$ cat config.mk
export PLATFORM = sky130hd
export DESIGN_NAME = cdb_arbiter
export DESIGN_NICKNAME = d
export VERILOG_FILES = /design/src/rtl/cdb_arbiter.sv
export SDC_FILE = /design/constraint.sdc
export NUM_CORES = 1
export LEC_CHECK = 0
export CORE_ASPECT_RATIO = 0.9
export CORE_UTILIZATION = 35
export DETAILED_ROUTE_END_ITERATION = 8
export MAX_ROUTING_LAYER = met4
export PLACE_DENSITY_LB_ADDON = 0.08
export REMOVE_ABC_BUFFERS = 1
export SYNTH_ARGS = -nofsm -noshare
export SYNTH_HDL_FRONTEND = slang
export SYNTH_SLANG_ARGS = --single-unit
export TNS_END_PERCENT = 1
$ cat constraint.sdc
create_clock -name clk_in -period 11.33 [get_ports clk_in]
set_input_delay 2.266 -clock clk_in [delete_from_list [all_inputs] [get_ports clk_in]]
set_output_delay 2.266 -clock clk_in [all_outputs]
set_load 0.005 [all_outputs]
$ cat src/rtl/cdb_arbiter.sv
`default_nettype none
// ============================================================================
//  Module      : cdb_arbiter
//  Description : Common data bus arbiter. Three producers (ALU result, load
//                result, store address) each feed a small FIFO. A round-robin
//                scheduler grants one FIFO head per cycle onto a registered
//                broadcast bus for the ROB, RS and LSB.
//                Optional macro CDB_PERF_CNT_EN adds per-source grant counters
//                and a stall counter.
//  Revision    : 1.0  initial release
// ============================================================================
module cdb_arbiter #(
    parameter int ENTRY_W = 4,
    parameter int DEPTH   = 2
) (
    input  logic               clk_in,
    input  logic               rst_in,
    input  logic               rdy_in,
    input  logic               roll_back,
    input  logic               alu_valid,
    output logic               alu_ready,
    input  logic [ENTRY_W-1:0] alu_entry,
    input  logic [31:0]        alu_result,
    input  logic [31:0]        alu_pc,
    input  logic               ld_valid,
    output logic               ld_ready,
    input  logic [ENTRY_W-1:0] ld_entry,
    input  logic [31:0]        ld_result,
    input  logic               st_valid,
    output logic               st_ready,
    input  logic [ENTRY_W-1:0] st_entry,
    output logic               cdb_valid,
    output logic [1:0]         cdb_src,
    output logic [ENTRY_W-1:0] cdb_entry,
    output logic [31:0]        cdb_result,
    output logic [31:0]        cdb_pc
`ifdef CDB_PERF_CNT_EN
    ,
    output logic [31:0]        perf_grant0,
    output logic [31:0]        perf_grant1,
    output logic [31:0]        perf_grant2,
    output logic [31:0]        perf_stall
`endif
);

    localparam int PTR_W = $clog2(DEPTH);
    localparam int CNT_W = PTR_W + 1;

    typedef struct packed {
        logic [ENTRY_W-1:0] entry;
        logic [31:0]        result;
        logic [31:0]        pc;
    } item_t;

    item_t            mem_q    [3][DEPTH];
    logic [PTR_W-1:0] rd_ptr_q [3];
    logic [PTR_W-1:0] wr_ptr_q [3];
    logic [CNT_W-1:0] cnt_q    [3];
    logic [CNT_W-1:0] cnt_d    [3];
    item_t            push_item[3];

    logic [2:0]         valid_in;
    logic [2:0]         full;
    logic [2:0]         empty;
    logic [2:0]         push;
    logic [2:0]         pop;
    logic               grant_vld;
    logic [1:0]         grant_src;
    logic [1:0]         cand;
    item_t              head;

    logic               cdb_valid_q;
    logic [1:0]         cdb_src_q;
    logic [ENTRY_W-1:0] cdb_entry_q;
    logic [31:0]        cdb_result_q;
    logic [31:0]        cdb_pc_q;
    logic [1:0]         rr_last_q;

    function automatic logic [1:0] next_src(input logic [1:0] s);
        return (s == 2'd2) ? 2'd0 : s + 2'd1;
    endfunction

    // Per-source push payloads, FIFO status and push/pop qualification.
    always_comb begin
        valid_in     = {st_valid, ld_valid, alu_valid};
        push_item[0] = '{entry: alu_entry, result: alu_result, pc: alu_pc};
        push_item[1] = '{entry: ld_entry,  result: ld_result,  pc: 32'd0};
        push_item[2] = '{entry: st_entry,  result: 32'd0,      pc: 32'd0};
        for (int s = 0; s < 3; s++) begin
            full[s]  = (cnt_q[s] == CNT_W'(DEPTH));
            empty[s] = (cnt_q[s] == '0);
            push[s]  = valid_in[s] && !full[s] && rdy_in && !roll_back;
            pop[s]   = rdy_in && !roll_back && grant_vld && (grant_src == 2'(s));
            cnt_d[s] = cnt_q[s] + CNT_W'(push[s]) - CNT_W'(pop[s]);
        end
    end

    // Round-robin search starting one past the last winner.
    always_comb begin
        grant_vld = 1'b0;
        grant_src = 2'd0;
        cand      = rr_last_q;
        for (int k = 0; k < 3; k++) begin
            cand = next_src(cand);
            if (!grant_vld && !empty[cand]) begin
                grant_vld = 1'b1;
                grant_src = cand;
            end
        end
        head = mem_q[grant_src][rd_ptr_q[grant_src]];
    end

    // FIFO storage writes; contents need no reset since counts gate reads.
    always_ff @(posedge clk_in) begin
        for (int s = 0; s < 3; s++) begin
            if (push[s]) begin
                mem_q[s][wr_ptr_q[s]] <= push_item[s];
            end
        end
    end

    // FIFO pointers/counts, broadcast register and round-robin state.
    always_ff @(posedge clk_in) begin
        if (rst_in) begin
            for (int s = 0; s < 3; s++) begin
                rd_ptr_q[s] <= '0;
                wr_ptr_q[s] <= '0;
                cnt_q[s]    <= '0;
            end
            cdb_valid_q  <= 1'b0;
            cdb_src_q    <= 2'd0;
            cdb_entry_q  <= '0;
            cdb_result_q <= 32'd0;
            cdb_pc_q     <= 32'd0;
            rr_last_q    <= 2'd2;
        end else if (rdy_in) begin
            if (roll_back) begin
                for (int s = 0; s < 3; s++) begin
                    rd_ptr_q[s] <= '0;
                    wr_ptr_q[s] <= '0;
                    cnt_q[s]    <= '0;
                end
                cdb_valid_q <= 1'b0;
                rr_last_q   <= 2'd2;
            end else begin
                for (int s = 0; s < 3; s++) begin
                    if (push[s]) wr_ptr_q[s] <= wr_ptr_q[s] + PTR_W'(1);
                    if (pop[s])  rd_ptr_q[s] <= rd_ptr_q[s] + PTR_W'(1);
                    cnt_q[s] <= cnt_d[s];
                end
                cdb_valid_q <= grant_vld;
                if (grant_vld) begin
                    cdb_src_q    <= grant_src;
                    cdb_entry_q  <= head.entry;
                    cdb_result_q <= head.result;
                    cdb_pc_q     <= head.pc;
                    rr_last_q    <= grant_src;
                end
            end
        end
    end

    assign alu_ready  = !full[0];
    assign ld_ready   = !full[1];
    assign st_ready   = !full[2];
    assign cdb_valid  = cdb_valid_q;
    assign cdb_src    = cdb_src_q;
    assign cdb_entry  = cdb_entry_q;
    assign cdb_result = cdb_result_q;
    assign cdb_pc     = cdb_pc_q;

`ifdef CDB_PERF_CNT_EN
    logic [31:0] perf_grant_q [3];
    logic [31:0] perf_stall_q;

    // Grant and back-pressure statistics; roll_back deliberately leaves them.
    always_ff @(posedge clk_in) begin
        if (rst_in) begin
            for (int s = 0; s < 3; s++) perf_grant_q[s] <= 32'd0;
            perf_stall_q <= 32'd0;
        end else if (rdy_in) begin
            for (int s = 0; s < 3; s++) begin
                if (pop[s]) perf_grant_q[s] <= perf_grant_q[s] + 32'd1;
            end
            if (|(valid_in & full)) perf_stall_q <= perf_stall_q + 32'd1;
        end
    end

    assign perf_grant0 = perf_grant_q[0];
    assign perf_grant1 = perf_grant_q[1];
    assign perf_grant2 = perf_grant_q[2];
    assign perf_stall  = perf_stall_q;
`endif

endmodule
`default_nettype wire
==> flow_metrics.env <==
export IMPL_status="complete, no violations"
export IMPL_synth_enable_flop_cells=228
export IMPL_grt_setup_unrepaired="false"
export IMPL_reg2reg_to="cnt_q[0][3]"
export IMPL_cts_tree="done"
export IMPL_drtAntennaViolNets=0
export IMPL_netlist_area_sq_um=11400
export IMPL_hold_path_class="reg -> reg"
export IMPL_worstSetupStartpointType="primary input"
export IMPL_first_pass_iters=4
export IMPL_layout_nets=1101
export IMPL_yosys_area_top_type="edfxtp_1"
export IMPL_vias=7227
export IMPL_ctsRootBufferMaster="clkbuf_16"
export IMPL_dpl_hpwl_um=16900
export IMPL_peakVddDrop_mv=0.102
export IMPL_gp_congestion=0.738
export IMPL_clkLatencyLatePin_ps=510
export IMPL_clockBufferDepth=3
export IMPL_wl_per_cell_um=20.7
export IMPL_worst_setup_path_end_kind="flop"
export IMPL_hp_start="cdb_pc[23]"
export IMPL_fmax_ghz=0.207
export IMPL_relSlewSlack_pct=27.0
export IMPL_clk_pin_slew_ps=50
export IMPL_drt_iter0_drc=388
export IMPL_finalCriticalPeriod_ps=4820
export IMPL_r2r_slack_ps=7190
export IMPL_wirelength_um=29500
export IMPL_r2r_start="cnt_q[0][3]"
export IMPL_postCtsSetupBuffers=0
export IMPL_htree_levels=2
export IMPL_tightest_slew_ps=1090
export IMPL_rows=62
export IMPL_synthCells=798
export IMPL_cts_hold_buf=0
export IMPL_grt_pass1_vias=7325
export IMPL_setup_viol=0
export IMPL_holdPathEnd="cdb_pc[23]"
export IMPL_p_per_area_nw_per_um2=176
export IMPL_grt_max_degree=69
export IMPL_p_leak_nw=5.08
export IMPL_tns_ps=0
export IMPL_vias_per_cell=5.08
export IMPL_hold_ws_ps=448
export IMPL_grt_pass1_wl_um=44100
export IMPL_cts_sinks=301
export IMPL_hold_viol_final=0
export IMPL_core_area_sq_um=32000
export IMPL_synth_seq_area_share_pct=73.0
export IMPL_ys_ff_latch=301
export IMPL_ys_flop_type="edfxtp_1"
export IMPL_nFillCells=2902
export IMPL_grt_overflow=0
export IMPL_drc_errors=0
export IMPL_die_area_sq_um=33200
export IMPL_die_h_um=173
export IMPL_maxCapViolations=0
export IMPL_synthTopCellsByCount="228 x edfxtp_1, 85 x nand2_1, 73 x dfxtp_1, 60 x a21oi_1, 44 x mux2i_1"
export IMPL_period_share_pct=42.6
export IMPL_rr_worst_depth=11
export IMPL_worstHoldPathCells=2
export IMPL_yosys_cell_count_top_type="edfxtp_1"
export IMPL_async_flop_share_pct=0
export IMPL_synth_distinct_cells=51
export IMPL_drv_slew=0
export IMPL_pin_count=189
export IMPL_syn2layout_area_growth_pct=30.2
export IMPL_grtUsageTotal_pct=18.3
export IMPL_path_max_fanout=46
export IMPL_cts_resized_gates=0
export IMPL_fp_dieW_um=192
export IMPL_cp_required_ps=11460
export IMPL_cp_arrival_ps=4950
export IMPL_post_route_cells_drive_above_1_share_pct=8.85
export IMPL_syn_avg_cell_area_sq_um=14.3
export IMPL_portBuffers=188
export IMPL_crit_type="in -> reg"
export IMPL_power_mw=2.60
export IMPL_antenna_found_initial=2
export IMPL_start_util_pct=35.6
export IMPL_fin_skew_ps=19.2
export IMPL_cts_buffers=35
export IMPL_synth_warnings=0
export IMPL_synth_top_area_share_pct=60.2
export IMPL_synthTopCellsByArea="edfxtp_1 60%, dfxtp_1 13%, mux2i_1 3.9%"
## report_power, final
group,internal (mW),leakage [nW],switching [mW]
Combinational,0.119,1.84,0.149
Sequential,1.23,2.69,0.0194
Clock,0.666,0.553,0.422
Total,2.01,5.08,0.590
## sequential cells by signal (all words and copies together), names as in the netlist
name	cells
cdb_entry	4
cdb_pc	32
cdb_result	32
cdb_src	2
cdb_valid	1
cnt_q	6
mem_q	216
rd_ptr_q	3
rr_last_q	2
wr_ptr_q	3
## cell type report
cell class	instances	area, sq um	share of cell area [%]
well taps	416	520	3.51
inverters	11	41.3	0.279
clock buffers	50	1010	6.85
diodes	2	5.00	0.0338
clock inverters	13	108	0.726
flip-flops and latches	301	8310	56.1
multi-input cells	432	2860	19.3
repair buffers	199	1960	13.2
## critical path: stages
cell             delay [ps]
clkdlybuf4s50_1         560
nor2b_1                 390
nand3_1                 280
nor2_4                  690
buf_4                   680
## layer usage
| layer | vias up | global-route usage (%) | share of wire [%] |
|---|---|---|---|
| met3 | 40 | 3.00 | 5.1 |
| met2 | 193 | 28.8 | 47 |
| met1 | 3584 | 24.7 | 46 |
| met5 | - | - | 0 |
| li1 | 3410 | - | - |
| met4 | 0 | 4.49 | 1.7 |
## worst max path at each step
stage | startpoint | endpoint | cells past startpoint
CTS | rdy_in | mem_q[0][70] | 5
floorplan | rdy_in | mem_q[0][100] | 3
finish | rdy_in | mem_q[0][104] | 5
global placement | rdy_in | mem_q[0][85] | 5
detailed placement | rdy_in | mem_q[0][126] | 5
global route | rdy_in | mem_q[0][106] | 5
## placed cells by master, fill, tap and decap left out, types with 5 or more instances in the layout
cell type	netlist	final
nor3_1	14	13
o221a_1	12	12
mux2i_1	44	44
nor2_1	42	39
o21ai_1	10	10
clkdlybuf4s50_1	0	187
a21oi_1	60	59
o21ai_0	6	6
and3_1	7	7
edfxtp_1	228	228
clkinv_2	0	5
buf_4	1	11
o211ai_1	16	16
o31a_1	16	16
o221ai_1	22	22
clkbuf_16	0	37
nand2_1	85	83
clkinv_1	1	7
nand2b_1	7	6
inv_1	10	10
clkbuf_1	38	9
ha_1	6	6
dfxtp_1	73	73
nand3_1	20	20
a31oi_1	15	15
## through the flow
| step | instances | util (%) | area (sq um) | setup WS, ps |
|---|---|---|---|---|
| after floorplan | 744 | - | 11100 | 5280 |
| after global placement | 1359 | 42.8 | 13700 | 6020 |
| after detailed placement | 1359 | 42.8 | 13700 | 5950 |
| after CTS | 1422 | 46.3 | 14800 | 6460 |
| after global routing | 1424 | 46.4 | 14800 | 6250 |
| final | 1424 | 46.4 | 14800 | 6510 |
## cells by family (layout without fill, tap and decap cells)
group,count (synthesis),after routing,synth area share [%]
compound gates,185,185,12.1
xor+xnor,6,6,0.462
fa+ha+maj,6,6,0.660
buf+inv,65,273,2.45
flops,301,301,73.0
mux,44,44,3.87
other cells,0,2,0
simple gates,191,191,7.45
(Power assumes the default switching activity.)
